<file path="src/rtl/dma_pkg.sv">
// Shared types and span arithmetic for the DMA read/write sequencers.
package dma_pkg;

  typedef enum logic [2:0] {
    ST_IDLE,
    ST_START,
    ST_ADDR,
    ST_DATA,
    ST_FLUSH,
    ST_WAIT_DONE
  } state_t;

  localparam logic [1:0] RESP_OKAY = 2'b00;
  localparam int         LEN_W     = 5;
  localparam int         WORDS_W   = 4;

  // Number of 32-bit words touched by len bytes starting at byte offset off: 1..9.
  function automatic logic [WORDS_W-1:0] word_count(input logic [1:0]       off,
                                                    input logic [LEN_W-1:0] len);
    logic [5:0] bytes_up;
    bytes_up = 6'(off) + 6'(len) + 6'd3;
    return bytes_up[5:2];
  endfunction

endpackage

</file>
<file path="src/rtl/dma_span_calc.sv">
// Combinational span of an unaligned transfer: aligned start, word count, empty flag.
module dma_span_calc
  import dma_pkg::*;
#(
  parameter int ADDR_W = 32
) (
  input  logic [ADDR_W-1:0]  addr,
  input  logic [LEN_W-1:0]   len,
  output logic [ADDR_W-1:0]  start_addr,
  output logic [WORDS_W-1:0] words,
  output logic               zero_len
);

  assign start_addr = {addr[ADDR_W-1:2], 2'b00};
  assign words      = word_count(addr[1:0], len);
  assign zero_len   = (len == '0);

endmodule

</file>
<file path="src/rtl/dma_read_sequencer.sv">
// Sequences one unaligned DMA read as single-beat AXI4-Lite reads feeding a byte aligner,
// then drains the aligner with a flush beat and waits for its completion.
module dma_read_sequencer
  import dma_pkg::*;
#(
  parameter int ADDR_W  = 32,
  parameter int DATA_W  = 32,
  parameter int TIMEOUT = 255
) (
  input  logic              clk,
  input  logic              rst,
  input  logic              cmd_valid,
  output logic              cmd_ready,
  input  logic [ADDR_W-1:0] cmd_addr,
  input  logic [LEN_W-1:0]  cmd_len,
  output logic [ADDR_W-1:0] araddr,
  output logic              arvalid,
  input  logic              arready,
  input  logic [DATA_W-1:0] rdata,
  input  logic [1:0]        rresp,
  input  logic              rvalid,
  output logic              rready,
  output logic              aln_start,
  output logic [ADDR_W-1:0] aln_address,
  output logic [LEN_W-1:0]  aln_length,
  output logic              aln_data_valid,
  output logic [DATA_W-1:0] aln_rd_data,
  input  logic              aln_done,
  output logic              busy,
  output logic              done,
  output logic              err
);

  localparam int TMO_W = (TIMEOUT < 2) ? 1 : $clog2(TIMEOUT + 1);

  if (DATA_W != 32) begin : g_bad_data_w
    $error("dma_read_sequencer: DATA_W must be 32, the aligner is 32-bit");
  end

  state_t             state_q, state_d;
  logic [ADDR_W-1:0]  span_start, start_addr_q;
  logic [WORDS_W-1:0] span_words, words_q, beat_cnt_q;
  logic               span_zero;
  logic [TMO_W-1:0]   tmo_cnt_q;
  logic               tmo_hit, accept, waiting;
  logic               finish_ok, finish_err, beat_take;

  dma_span_calc #(.ADDR_W(ADDR_W)) u_span (
    .addr       (cmd_addr),
    .len        (cmd_len),
    .start_addr (span_start),
    .words      (span_words),
    .zero_len   (span_zero)
  );

  assign accept  = (state_q == ST_IDLE) && cmd_valid;
  assign waiting = (state_q == ST_ADDR) || (state_q == ST_DATA) || (state_q == ST_WAIT_DONE);
  assign tmo_hit = (TIMEOUT != 0) && (tmo_cnt_q == TMO_W'(TIMEOUT - 1));

  // NOTE: sequential state uses non-blocking assignments so every register samples
  // pre-edge values regardless of process ordering.
  always_ff @(posedge clk or posedge rst) begin
    if (rst) state_q <= ST_IDLE;
    else     state_q <= state_d;
  end

  // NOTE: every output of a combinational process gets a default first; a missing
  // branch would otherwise infer a latch.
  always_comb begin
    state_d    = state_q;
    finish_ok  = 1'b0;
    finish_err = 1'b0;
    beat_take  = 1'b0;
    unique case (state_q)
      ST_IDLE: begin
        if (cmd_valid) begin
          if (span_zero) finish_ok = 1'b1;
          else           state_d   = ST_START;
        end
      end
      ST_START: state_d = ST_ADDR;
      ST_ADDR: begin
        if (arready) begin
          state_d = ST_DATA;
        end else if (tmo_hit) begin
          finish_err = 1'b1;
          state_d    = ST_IDLE;
        end
      end
      ST_DATA: begin
        if (rvalid) begin
          if (rresp == RESP_OKAY) begin
            beat_take = 1'b1;
            state_d   = (beat_cnt_q + WORDS_W'(1) == words_q) ? ST_FLUSH : ST_ADDR;
          end else begin
            finish_err = 1'b1;
            state_d    = ST_IDLE;
          end
        end else if (tmo_hit) begin
          finish_err = 1'b1;
          state_d    = ST_IDLE;
        end
      end
      ST_FLUSH: state_d = ST_WAIT_DONE;
      ST_WAIT_DONE: begin
        if (aln_done) begin
          finish_ok = 1'b1;
          state_d   = ST_IDLE;
        end else if (tmo_hit) begin
          finish_err = 1'b1;
          state_d    = ST_IDLE;
        end
      end
      default: state_d = ST_IDLE;
    endcase
  end

  // Handshake strobes decode straight from state so a reset drops them without a clock.
  always_comb begin
    cmd_ready = 1'b0;
    arvalid   = 1'b0;
    rready    = 1'b0;
    aln_start = 1'b0;
    busy      = 1'b1;
    unique case (state_q)
      ST_IDLE: begin
        cmd_ready = 1'b1;
        busy      = 1'b0;
      end
      ST_START: aln_start = 1'b1;
      ST_ADDR:  arvalid   = 1'b1;
      ST_DATA:  rready    = 1'b1;
      default:  ;
    endcase
  end

  always_ff @(posedge clk or posedge rst) begin
    if (rst) begin
      done           <= 1'b0;
      err            <= 1'b0;
      aln_data_valid <= 1'b0;
      aln_rd_data    <= '0;
      aln_address    <= '0;
      aln_length     <= '0;
      words_q        <= '0;
      start_addr_q   <= '0;
      araddr         <= '0;
      beat_cnt_q     <= '0;
    end else begin
      done           <= finish_ok | finish_err;
      err            <= finish_err;
      aln_data_valid <= beat_take | (state_q == ST_FLUSH);
      if (beat_take)                aln_rd_data <= rdata;
      else if (state_q == ST_FLUSH) aln_rd_data <= '0;
      if (accept) begin
        aln_address  <= cmd_addr;
        aln_length   <= cmd_len;
        words_q      <= span_words;
        start_addr_q <= span_start;
      end
      if (state_q == ST_START) begin
        araddr     <= start_addr_q;
        beat_cnt_q <= '0;
      end else if (beat_take) begin
        araddr     <= araddr + ADDR_W'(4);
        beat_cnt_q <= beat_cnt_q + WORDS_W'(1);
      end
    end
  end

  // One counter serves all wait states; it restarts whenever the state changes.
  always_ff @(posedge clk or posedge rst) begin
    if (rst)                     tmo_cnt_q <= '0;
    else if (state_d != state_q) tmo_cnt_q <= '0;
    else if (waiting)            tmo_cnt_q <= tmo_cnt_q + TMO_W'(1);
  end

endmodule
</file>
<file path="config.mk">
export PLATFORM = sky130hd
export DESIGN_NAME = dma_read_sequencer
export DESIGN_NICKNAME = d
export VERILOG_FILES = /design/src/rtl/dma_pkg.sv /design/src/rtl/dma_span_calc.sv /design/src/rtl/dma_read_sequencer.sv
export SDC_FILE = /design/constraint.sdc
export NUM_CORES = 1
export LEC_CHECK = 0
export CAP_MARGIN = 20
export CORE_AREA = 2 2 160 84
export DETAILED_ROUTE_END_ITERATION = 8
export DIE_AREA = 0 0 162 86
export GPL_TIMING_DRIVEN = 0
export MAX_ROUTING_LAYER = met4
export PLACE_DENSITY = 0.77
export SYNTH_ARGS = -nofsm -noshare
export SYNTH_HDL_FRONTEND = slang
export SYNTH_SLANG_ARGS = --single-unit
</file>
<file path="constraint.sdc">
create_clock -name clk -period 5.1 [get_ports clk]
set_input_delay 1.53 -clock clk [delete_from_list [all_inputs] [get_ports clk]]
set_output_delay 1.53 -clock clk [all_outputs]
set_load 0.01 [all_outputs]
</file>
* Yosys cells after proc, flatten, opt, wreduce, memory -nomap -nowiden
Cells that the tools add are included.
** Cells by class
- Add/subtract/negate cells :: 5
- Multiply operators :: 0
- Divide/modulo/power cells :: 0
- Magnitude comparators :: 0
- Eq/ne operators :: 8
- Shifts and indexed selects :: 0
- Mux-type cells :: 35
- Bitwise logic cells :: 2
- Reductions and logical operators :: 9
** Operator list (number)
- $mux W32 :: 4
- $add A32 B3 Y32 const B :: 1
- $mux W3 :: 8
- $pmux W3 S6 :: 1
- $mux W1 :: 16
- $mux W8 :: 2
- $add A8 B1 Y8 const B :: 1
- $eq A8 B8 Y1 const B :: 1
- $mux W4 :: 2
- $add A2 B5 Y6 :: 1
- $add A6 B2 Y6 const B :: 1
- $eq A3 B2 Y1 const B :: 2
- $eq A3 B3 Y1 const B :: 2
- $reduce_bool A2 Y1 :: 3
- $logic_not A5 Y1 :: 1
- $add A4 B1 Y4 const B :: 1
- $eq A4 B4 Y1 :: 1
- $eq A3 B1 Y1 const B :: 1
- $logic_not A3 Y1 :: 1
- $ne A3 B3 Y1 :: 1
- $pmux W1 S3 :: 1
- $logic_not A2 Y1 :: 1
- $logic_or A1 B1 Y1 :: 2
- $or A1 B1 Y1 :: 2
- other kinds (2) :: 2
** Word-level totals
- Register bits :: 153
- Bits in latches :: 0
- RAM bits :: 0
- ROM bits :: 0
- Input port bits :: 77
- Output and inout bits :: 109
- Logic and storage cells :: 71
- Memories kept :: 0

* Longest topological paths before layout
Gate-level depths: netlist of the first run.
- Word-level depth :: 8
- Gate-level depth with buffers :: 8
- Depth with buffers taken out :: 8

* By module
From an unflattened synthesis of the first run, not the netlist that was laid out.
** Unflattened totals
- Cells, all modules :: 681
- Area, all modules :: 7319.5 µm²
** Modules (own cells, without submodules)
- dma_read_sequencer :: times used 1, cells each 627, area an instance 6931.6 µm², sequential area each 3878.7 µm²
- dma_span_calc :: times used 1, cells each 54, area an instance 387.9 µm², sequential area each 0.0 µm²

* Least setup slack after synthesis of the first run
OpenSTA, ideal clock, no wires.
- Path type :: input port to flip-flop
- From :: input rresp[1]
- To :: register araddr[28]
- Setup time :: 0.069 ns
- Arrival time :: 3.076 ns
- Data required time :: 5.031 ns
- Path slack :: 1.955 ns
- Cell stages on the path :: 5
- Path buffers :: 0
- Path through :: nor2_1 -> nand4_1 -> or4_4 -> or4_1 -> nand3_1
** On the way
- Longest elaborated chain between the ends :: 5
** RTL lines
- from (decl) :: line dma_read_sequencer.sv:20 : input logic [1:0] rresp,
- $logic_not A2 Y1 :: line dma_read_sequencer.sv:92 : if (rresp == RESP_OKAY) begin
- $mux W1 :: line dma_read_sequencer.sv:92
- $mux W1 :: line dma_read_sequencer.sv:91 : if (rvalid) begin
- $mux W1 :: line dma_read_sequencer.sv:74 : unique case (state_q)
- $reduce_bool A2 Y1 (no source line)
- to (signal assigned) :: line dma_read_sequencer.sv:162 : araddr <= start_addr_q;
- to (signal assigned) :: line dma_read_sequencer.sv:165 : araddr <= araddr + ADDR_W'(4);
- to (decl) :: line dma_read_sequencer.sv:16 : output logic [ADDR_W-1:0] araddr,
No other way between the ends.
A chain may end at the register's enable or synchronous reset.

* Worst setup path after layout of the first run
- From :: register state_q[0]
- To :: output aln_start
** On the way
- Longest elaborated chain between the ends :: 2
** RTL lines
- from (decl) :: line dma_read_sequencer.sv:40 : state_t state_q, state_d;
- from (signal assigned) :: line dma_read_sequencer.sv:64 : else state_q <= state_d;
- $eq A3 B1 Y1 :: line dma_read_sequencer.sv:125 : unique case (state_q)
- $mux W1 :: line dma_read_sequencer.sv:125
- to (decl) :: line dma_read_sequencer.sv:23 : output logic aln_start,
No other way between the ends.

==> results.yml, run 1 <==
floorplan:
  placementRows: 29
  initial_utilization: 0.4638
  pin_count: 186
  die_width_um: 162
  die-area_um2: 13930
  floorplan.die.height_um: 86
  floorplan.core_area_um2: 12410
global_route:
  grt_antenna_before_repair: 0
  overflow: 0
  global_route_wire_length_before_repair_um: 29800
  grt_usage: 0.2848
  grt_max_degree: 93
  vias_in_the_first_global_route: 5660
clock_network:
  cts_num_sinks: 121
  postCtsHoldBufs: 0
  quantity_of_gates_resized_following_cts: 0
  clock_tree.buffer_depth: 2
  numCtsBuffers: 17
  cts_tree: "yes"
  clk_pin_slew_ps: 60
  clock_latency_ps: 410
  h-tree-depth: 4
  post-cts-setup-buffers: 0
  clock-root-buffer: "sky130_fd_sc_hd__clkbuf_16"
synthesis:
  synth_cell_types: 51
  netlist_area_um2: 5756
  synth_top_area_share: 0.5261
  async_reset_ff_frac: 1.000
  syn_avg_cell_area_um2: 8.800
  synth.yosys.seq_area_share: 0.5261
  syn_inst: 654
  synth-warning-count: 0
  cell_type_with_the_largest_total_area_after_synthesis: "sky130_fd_sc_hd__dfrtp_1"
  synthMostInstantiatedCell: "sky130_fd_sc_hd__nand2_1"
  netlist_top_cells_area: "sky130_fd_sc_hd__dfrtp_1 53%, sky130_fd_sc_hd__nand2_1 14%, sky130_fd_sc_hd__nand3_1 5.1%"
  ys_ff_latch: 121
  synth_edf_count: 0
  synth-main-ff-cell: "sky130_fd_sc_hd__dfrtp_1"
  synth_commonest_cells: "220 x sky130_fd_sc_hd__nand2_1, 121 x sky130_fd_sc_hd__dfrtp_1, 59 x sky130_fd_sc_hd__nand3_1, 31 x sky130_fd_sc_hd__o21ai_0, 25 x sky130_fd_sc_hd__clkbuf_1"
routing:
  final_antenna_net_count: 0
  first_iter_violations: 562
  drt-pass1-iter-count: 5
  wl_um: 18690
  drt-wirelength-per-cell_um: 17.94
  detail_route.vias_per_cell: 5.560
  vias: 5793
  drc_errors: 0
sta:
  rsz0062_at_grt: "false"
  worst_pin_slew_ps: 814.0
  relSlewSlack: 0.4553
  final-setup-viol-count: 0
  period_needed_ps: 4249
  final-hold-violation-count: 0
  max_freq_mhz: 235.3
  drv_slew: 0
  timing.clock.skew_ps: 9.163
  fin_ws_ps: 851.0
  finalCritPeriodShare: 0.8331
placed_design:
  final_estimated_routing_congestion_in_global_placement: 0.9092
  port_buffers: 183
  detailed_place_hpwl_um: 13640
  place_inst: 1009
  dp_slack_ps: 857.4
power:
  switching_power_summed_over_all_nets_mw: 1.709
  clockPowerShare: 0.274
  cell_internal_pwr_mw: 3.194
  switching_share: 0.3485
  irDropWorstVdd_uv: 315.3
  power_frac_seq: 0.345
  combinationalPowerShare: 0.381
  leakagePower_nw: 3.783
  powerDensity_nw_per_um2: 576.3
outcome:
  status: "completed"
layout:
  final_cells: 1042
  drive_above_1_share: 0.05046
  fin_nets: 943
  flow.area_growth_from_synthesis_pct: 47.80
  antenna_cells_inserted: 0
worst_setup_path:
  critical_path_required_ps: 3570
  arrival_time_reported_for_the_critical_path_endpoint_ps: 2720
  startpoint_type: "flop"
  critical_path.endpoint_type: "output port"
  critical_path_class: "reg -> out"
  timing.critical_path.fanout_max: 10
flow_run:
  max_cap_violations: 0
worst_hold_path:
  hold_path.class: "reg -> reg"
[path summary, 6_finish.rpt]
check                         startpoint              end  slack [ps]  cells past startpoint
max reg2reg                   state_q[0]       araddr[28]        2010                      8
max                           state_q[0]        aln_start         850                      6
max in group asynchronous            rst  aln_rd_data[16]        2870                      3
min reg2reg                aln_length[4]    aln_length[4]         480                      2
min                        aln_length[4]    aln_length[4]         480                      2
min in group asynchronous            rst       araddr[10]        1470                      2
[cells in the final DEF, fill, tap and decap left out, types with 10 or more instances in the layout]
master / instances
sky130_fd_sc_hd__clkbuf_1: 26
sky130_fd_sc_hd__clkbuf_16: 17
sky130_fd_sc_hd__nor3_1: 16
sky130_fd_sc_hd__o21ai_0: 31
sky130_fd_sc_hd__nor2_1: 19
sky130_fd_sc_hd__inv_1: 15
sky130_fd_sc_hd__dfrtp_1: 121
sky130_fd_sc_hd__nand4_1: 13
sky130_fd_sc_hd__xnor2_1: 10
sky130_fd_sc_hd__clkdlybuf4s50_1: 183
sky130_fd_sc_hd__nand2_1: 220
sky130_fd_sc_hd__nand3_1: 59
[cell type report]
| cell class | count | area [µm²] |
|---|---|---|
| fill | 968 | 3902 |
| sequential | 121 | 3028 |
| multi-input combinational | 482 | 2527 |
| timing repair buffer | 185 | 1867 |
| clock buffer | 21 | 470.5 |
| tap | 170 | 212.7 |
| clock inverter | 11 | 192.7 |
| buffer | 36 | 143.9 |
| inverter | 16 | 65.06 |
[cell families (layout without fill, tap and decap cells)]
logic type | after synthesis | in the layout | synth area share
compound gates | 84 | 84 | 0.09957
xor+xnor | 19 | 19 | 0.02891
fa+ha+maj | 7 | 7 | 0.01652
buf+inv | 52 | 269 | 0.03543
flops | 121 | 121 | 0.5261
mux | 1 | 1 | 0.001739
other cells | 1 | 2 | 0.0006515
simple gates | 369 | 369 | 0.2911
[metrics by stage]
| stage | util | area [µm²] | hold slack [ps] | setup TNS, ps | total power, mW |
|---|---|---|---|---|---|
| after floorplan | - | 5759 | 465.6 | 0 | 2.457 |
| after global placement | 0.6289 | 7804 | 464.2 | -160990 | 3.473 |
| final | 0.6855 | 8507 | 475.8 | 0 | 4.903 |
| after detailed placement | 0.6315 | 7836 | 464.5 | 0 | 3.552 |
| after CTS | 0.6849 | 8499 | 477.7 | 0 | 4.914 |
| after global routing | 0.6855 | 8507 | 491.0 | 0 | 5.167 |
[critical path, stage by stage, from the launching register on]
cell and delay [ps]:
sky130_fd_sc_hd__dfrtp_1 320, sky130_fd_sc_hd__clkbuf_1 270, sky130_fd_sc_hd__nor2b_1 290, sky130_fd_sc_hd__nand2b_1 110, sky130_fd_sc_hd__inv_1 120, sky130_fd_sc_hd__clkbuf_1 540
sky130_fd_sc_hd__clkdlybuf4s50_1 660
[routing by layer]
| layer | global-route usage | vias up | share of wire | wire (µm) |
|---|---|---|---|---|
| met5 | - | - | 0 | 0 |
| met2 | 0.4213 | 324 | 0.44 | 8274 |
| met3 | 0.1006 | 45 | 0.12 | 2155 |
| met4 | 0.08769 | 0 | 0.017 | 325 |
| met1 | 0.3699 | 2768 | 0.42 | 7939 |
| li1 | - | 2656 | - | - |
[registers in the layout (all words and copies together) (netlist names)]
name,count
aln_address,32
aln_length,5
done,1
tmo_cnt_q,8
beat_cnt_q,4
aln_data_valid,1
words_q,4
aln_rd_data,32
state_q,3
err,1
araddr,30
[power groups by stage]
| stage | sequential (mW) | combinational [mW] | clock (mW) |
|---|---|---|---|
| floorplan | 1.77 | 0.688 | 0 |
| global placement | 1.67 | 1.81 | 0 |
| detailed placement | 1.69 | 1.86 | 0 |
| CTS | 1.68 | 1.88 | 1.36 |
| global route | 1.74 | 2.03 | 1.40 |
| finish | 1.69 | 1.87 | 1.35 |
(Power assumes the default switching activity.)
==> inputs of run 2 (changes only) <==
CORE_AREA = 2 2 169 88   (was 2 2 160 84)
DIE_AREA = 0 0 171 90   (was 0 0 162 86)
PLACE_DENSITY = 0.73   (was 0.77)
clock period = 3.7 ns   (was 5.1 ns; I/O delays follow)
==> run 2 against run 1 <==
  * Combinational power is 36% higher
  * Final cell count up 2.7%
  * Via count fell by 3.6%
  * Wire length decreased by 1.9%
  * Sequential share of layout area fell by 0.084 points
  * Sequential power up 38%
  * Critical path type unchanged
  * Largest power group unchanged
==> results.yml, run 2 (synthesis gave the netlist of run 1 again) <==
sta:
  rsz0062_at_grt: "false"
  fin_ws_ps: 208.0
  period_needed_ps: 3492
  relSlewSlack: 0.4773
  timing.clock.skew_ps: 7.442
  worst_pin_slew_ps: 781.1
  final-hold-violation-count: 0
  max_freq_mhz: 286.4
  hold_slack_ps: 477.1
  finalCritPeriodShare: 0.9438
  drv_slew: 0
  final-setup-viol-count: 0
worst_setup_path:
  startpoint_type: "flop"
  worst_path_dominant_cell_family: "buffers and inverters"
  cp_slowest_stage_delay_ps: 650
  critical_path_required_ps: 2590
  arrival_time_reported_for_the_critical_path_endpoint_ps: 2380
  critical_path.endpoint_type: "output port"
  critical_path_class: "reg -> out"
  cp_num_buf_inv: 3
  cp_slowest_cell: "sky130_fd_sc_hd__clkdlybuf4s50_1"
  cp_cell_sequence: "clkbuf_1 -> nor2b_1 -> nand2b_1 -> inv_1 -> clkdlybuf4s50_1"
  timing.critical_path.fanout_max: 13
clock_network:
  h-tree-depth: 4
  numCtsBuffers: 17
  cts_num_sinks: 121
  postCtsHoldBufs: 0
  cts_tree: "yes"
  clock_tree.buffer_depth: 2
  clock-root-buffer: "sky130_fd_sc_hd__clkbuf_16"
  clk_pin_slew_ps: 60
  clock_latency_ps: 400
  post-cts-setup-buffers: 0
  quantity_of_gates_resized_following_cts: 0
routing:
  met3RoutedLength_um: 1767
  top_layer_used: "met4"
  first_iter_violations: 518
  drc_errors: 0
  final_antenna_net_count: 0
  met1Wirelength_um: 9073
  drt-pass1-iter-count: 6
  detail_route.vias_per_cell: 5.221
  drt-wirelength-per-cell_um: 17.13
  met2WireLength_um: 7278
  wl_um: 18330
  vias: 5586
floorplan:
  initial_utilization: 0.4099
  placementRows: 31
  die-area_um2: 15390
  pin_count: 186
  floorplan.die.height_um: 90
  floorplan.core_area_um2: 14040
  die_width_um: 171
placed_design:
  post_dp_cell_area_um2: 7903
  final_estimated_routing_congestion_in_global_placement: 0.8909
  port_buffers: 183
  dp_slack_ps: -112.3
  detailed_place_hpwl_um: 13500
power:
  leakagePower_nw: 3.767
  powerDensity_nw_per_um2: 774.7
  irDropWorstVdd_uv: 317.9
layout:
  flow.area_growth_from_synthesis_pct: 48.15
  antenna_cells_inserted: 0
  fin_nets: 944
  finalInstanceArea_um2: 8527
  most_used_cells_in_the_layout_excluding_fill_and_tap_cells: "220 x sky130_fd_sc_hd__nand2_1, 183 x sky130_fd_sc_hd__clkdlybuf4s50_1, 121 x sky130_fd_sc_hd__dfrtp_1"
  finish.utilization: 0.6073
  most_frequent_standard_cell_in_the_layout_excluding_fill_and_tap_cells: "sky130_fd_sc_hd__nand2_1"
  layout_top_registers: "aln_address (32), aln_rd_data (32), araddr (30)"
  drive_above_1_share: 0.05275
global_route:
  global_route_wire_length_before_repair_um: 29090
  grt_usage: 0.2507
  grt_antenna_before_repair: 0
  vias_in_the_first_global_route: 5296
  overflow: 0
  grt_max_degree: 41
worst_hold_path:
  hold_path.class: "reg -> reg"
outcome:
  status: "completed"
flow_run:
  max_cap_violations: 0
## run 2: cell types whose count changed in the layout (fill, tap and decap cells not counted), sizes merged
| cell | before | now |
|---|---|---|
| buf | 12 | 15 |
| bufinv | 5 | 3 |
| clkbuf | 47 | 45 |
| clkinv | 4 | 3 |
| clkinvlp | 2 | 5 |
| inv | 16 | 15 |
## run 2: final timing paths
| check | slack, ps | cells after the start | startpoint | to |
|---|---|---|---|---|
| min reg2reg | 480 | 2 | aln_length[0] | aln_length[0] |
| min | 480 | 2 | aln_length[0] | aln_length[0] |
| max in group asynchronous | 2040 | 4 | rst | aln_rd_data[0] |
| max reg2reg | 680 | 8 | state_q[0] | araddr[28] |
| max | 210 | 5 | state_q[0] | aln_start |
| min in group asynchronous | 950 | 2 | rst | aln_address[6] |
## run 2: tightest hold or removal path: stages (launching register included)
cell and delay, ps:
sky130_fd_sc_hd__dfrtp_1 340, sky130_fd_sc_hd__nand2_1 50, sky130_fd_sc_hd__nand2_1 50
## run 2: layer usage
layer	vias to the layer above	track usage
li1	2665	-
met1	2652	0.3687
met2	253	0.3317
met3	16	0.07574
met4	0	0.06850
met5	-	-
## run 2: layout make-up
class	instances	area (µm²)
repair buffers	187	1897
well taps	198	247.7
fillers	1242	5514
inverters	16	63.81
multi-input cells	482	2527
clock buffers	21	480.5
clock inverters	10	142.6
plain buffers	35	140.1
flip-flops and latches	121	3028
## run 2: per-stage QoR
step / std cells / total power, mW / setup TNS (ps)
after floorplan: 655 / 3.387 / 0
after global placement: 1036 / 4.832 / -12950
after detailed placement: 1039 / 4.876 / -126.8
after CTS: 1069 / 6.636 / 0
after global routing: 1070 / 7.012 / 0
final: 1070 / 6.606 / 0
## run 2: where the power goes
| group | total, mW | switching [mW] | internal [mW] |
|---|---|---|---|
| combinational | 2.54 | 1.23 | 1.32 |
| clock | 1.73 | 0.606 | 1.13 |
| sequential | 2.33 | 0.491 | 1.84 |
==> inputs of run 3 (changes only) <==
GPL_TIMING_DRIVEN = not set   (was 0)
==> run 3 against run 2 <==
  * Clock power decreased by 3%
  * Non-clock buffer count decreased by 22
  * Maximum frequency increased by 9.4%
  * Critical endpoint unchanged
  * Clock skew increased by 3.7 ps
  * Register-to-register slack improved by 360 ps
==> results.yml, run 3 (synthesis gave the netlist of run 1 again) <==
routing:
  first_iter_violations: 408
  final_antenna_net_count: 0
  drt-pass1-iter-count: 4
  vias: 5556
  wl_um: 18090
  drt-wirelength-per-cell_um: 17.24
  drc_errors: 0
  detail_route.vias_per_cell: 5.296
sta:
  max_freq_mhz: 313.2
  final-setup-viol-count: 0
  period_needed_ps: 3192
  timing.clock.skew_ps: 11.14
  finalCritPeriodShare: 0.8628
  final-hold-violation-count: 0
  drv_slew: 0
  rsz0062_at_grt: "false"
  relSlewSlack: 0.4345
  fin_setup_tns_ps: 0
  worst_pin_slew_ps: 845.1
power:
  power_frac_seq: 0.360
  leakagePower_nw: 3.769
  powerDensity_nw_per_um2: 776.0
  clockPowerShare: 0.256
  switching_power_summed_over_all_nets_mw: 2.374
  combinationalPowerShare: 0.385
  cell_internal_pwr_mw: 4.196
  switching_share: 0.3613
  irDropWorstVdd_uv: 336.6
floorplan:
  placementRows: 31
  initial_utilization: 0.4099
  die-area_um2: 15390
  die_width_um: 171
  floorplan.die.height_um: 90
  floorplan.core_area_um2: 14040
  pin_count: 186
worst_setup_path:
  rr_startpoint: "state_q[1]"
  critical_path_class: "reg -> out"
  startpoint_type: "flop"
  setup.worst_path.start: "state_q[1]"
  critical_path.endpoint_type: "output port"
  critical_path_required_ps: 2590
  cp_cell_sequence: "nor2b_1 -> nand2b_1 -> buf_4 -> inv_1 -> clkdlybuf4s50_1"
  timing.critical_path.fanout_max: 14
  arrival_time_reported_for_the_critical_path_endpoint_ps: 2080
  cp_slowest_cell: "sky130_fd_sc_hd__clkdlybuf4s50_1"
  cp_slowest_stage_delay_ps: 540
clock_network:
  numCtsBuffers: 17
  cts_tree: "yes"
  clock_latency_ps: 400
  cts_num_sinks: 121
  h-tree-depth: 4
  quantity_of_gates_resized_following_cts: 0
  clock-root-buffer: "sky130_fd_sc_hd__clkbuf_16"
  postCtsHoldBufs: 0
  clk_pin_slew_ps: 60
  clock_tree.buffer_depth: 2
  post-cts-setup-buffers: 0
global_route:
  grt_antenna_before_repair: 0
  grt_usage: 0.2500
  global_route_wire_length_before_repair_um: 29350
  grt_max_degree: 122
  overflow: 0
  vias_in_the_first_global_route: 5425
layout:
  fillers: 1221
  drive_above_1_share: 0.06698
  finish.utilization: 0.6030
  fin_nets: 922
  most_frequent_standard_cell_in_the_layout_excluding_fill_and_tap_cells: "sky130_fd_sc_hd__nand2_1"
  antenna_cells_inserted: 0
  flow.area_growth_from_synthesis_pct: 47.11
  most_used_cells_in_the_layout_excluding_fill_and_tap_cells: "220 x sky130_fd_sc_hd__nand2_1, 183 x sky130_fd_sc_hd__clkdlybuf4s50_1, 121 x sky130_fd_sc_hd__dfrtp_1"
  layout_top_registers: "aln_address (32), aln_rd_data (32), araddr (30)"
worst_hold_path:
  hold_path.startpoint: "aln_address[0]"
  hold_path.class: "reg -> reg"
placed_design:
  detailed_place_hpwl_um: 13210
  port_buffers: 183
  final_estimated_routing_congestion_in_global_placement: 0.9269
flow_run:
  max_cap_violations: 0
outcome:
  status: "completed"
run 3: final timing paths:
| path | to | slack [ps] | depth (start not counted) |
|---|---|---|---|
| max in group asynchronous | aln_rd_data[17] | 1930 | 3 |
| setup reg to reg | araddr[22] | 1040 | 9 |
| min in group asynchronous | aln_address[6] | 1210 | 3 |
| hold / removal | aln_address[0] | 480 | 2 |
| hold reg to reg | aln_address[0] | 480 | 2 |
| setup / recovery | aln_start | 510 | 5 |
run 3: critical path: cells and delay by family, from the launching register on:
family | cells | cell delay [ps]
flops | 1 | 510
buf+inv | 3 | 840
simple gates | 2 | 330
run 3: layout make-up:
cell class                      instances  area (µm²)  share of cell area
Clock buffer                           18       439.2             0.05187
Multi-Input combinational cell        482        2536              0.2995
Tap cell                              198       247.7             0.02926
Sequential cell                       121        3028              0.3576
Inverter                               16       63.81            0.007537
Clock inverter                         14       160.2             0.01892
Timing Repair Buffer                  200        1992              0.2353
run 3: stage by stage:
step	power (mW)	setup slack [ps]	instances	hold WS, ps	cell area (µm²)
after global placement	4.823	465.0	1016	464.7	7840
after CTS	6.623	507.0	1048	486.5	8439
after floorplan	3.387	974.7	655	465.6	5763
final	6.570	507.6	1049	479.9	8467
after global routing	6.989	365.1	1049	514.9	8467
after detailed placement	4.908	460.3	1016	470.0	7840
run 3: power groups by stage:
stage | Clock [mW] | Sequential (mW) | Combinational [mW]
floorplan | 0 | 2.44 | 0.949
global placement | 0 | 2.35 | 2.48
detailed placement | 0 | 2.37 | 2.54
CTS | 1.71 | 2.36 | 2.55
global route | 1.78 | 2.44 | 2.77
finish | 1.68 | 2.36 | 2.53
run 3: routing by layer:
layer,wire [µm],part of all wire,vias up,global-route usage
met2,7694,0.43,236,0.3498
met4,158,0.0087,0,0.05650
met1,8598,0.48,2682,0.3543
li1,-,-,2623,-
met3,1635,0.090,15,0.07882
met5,0,0,-,-
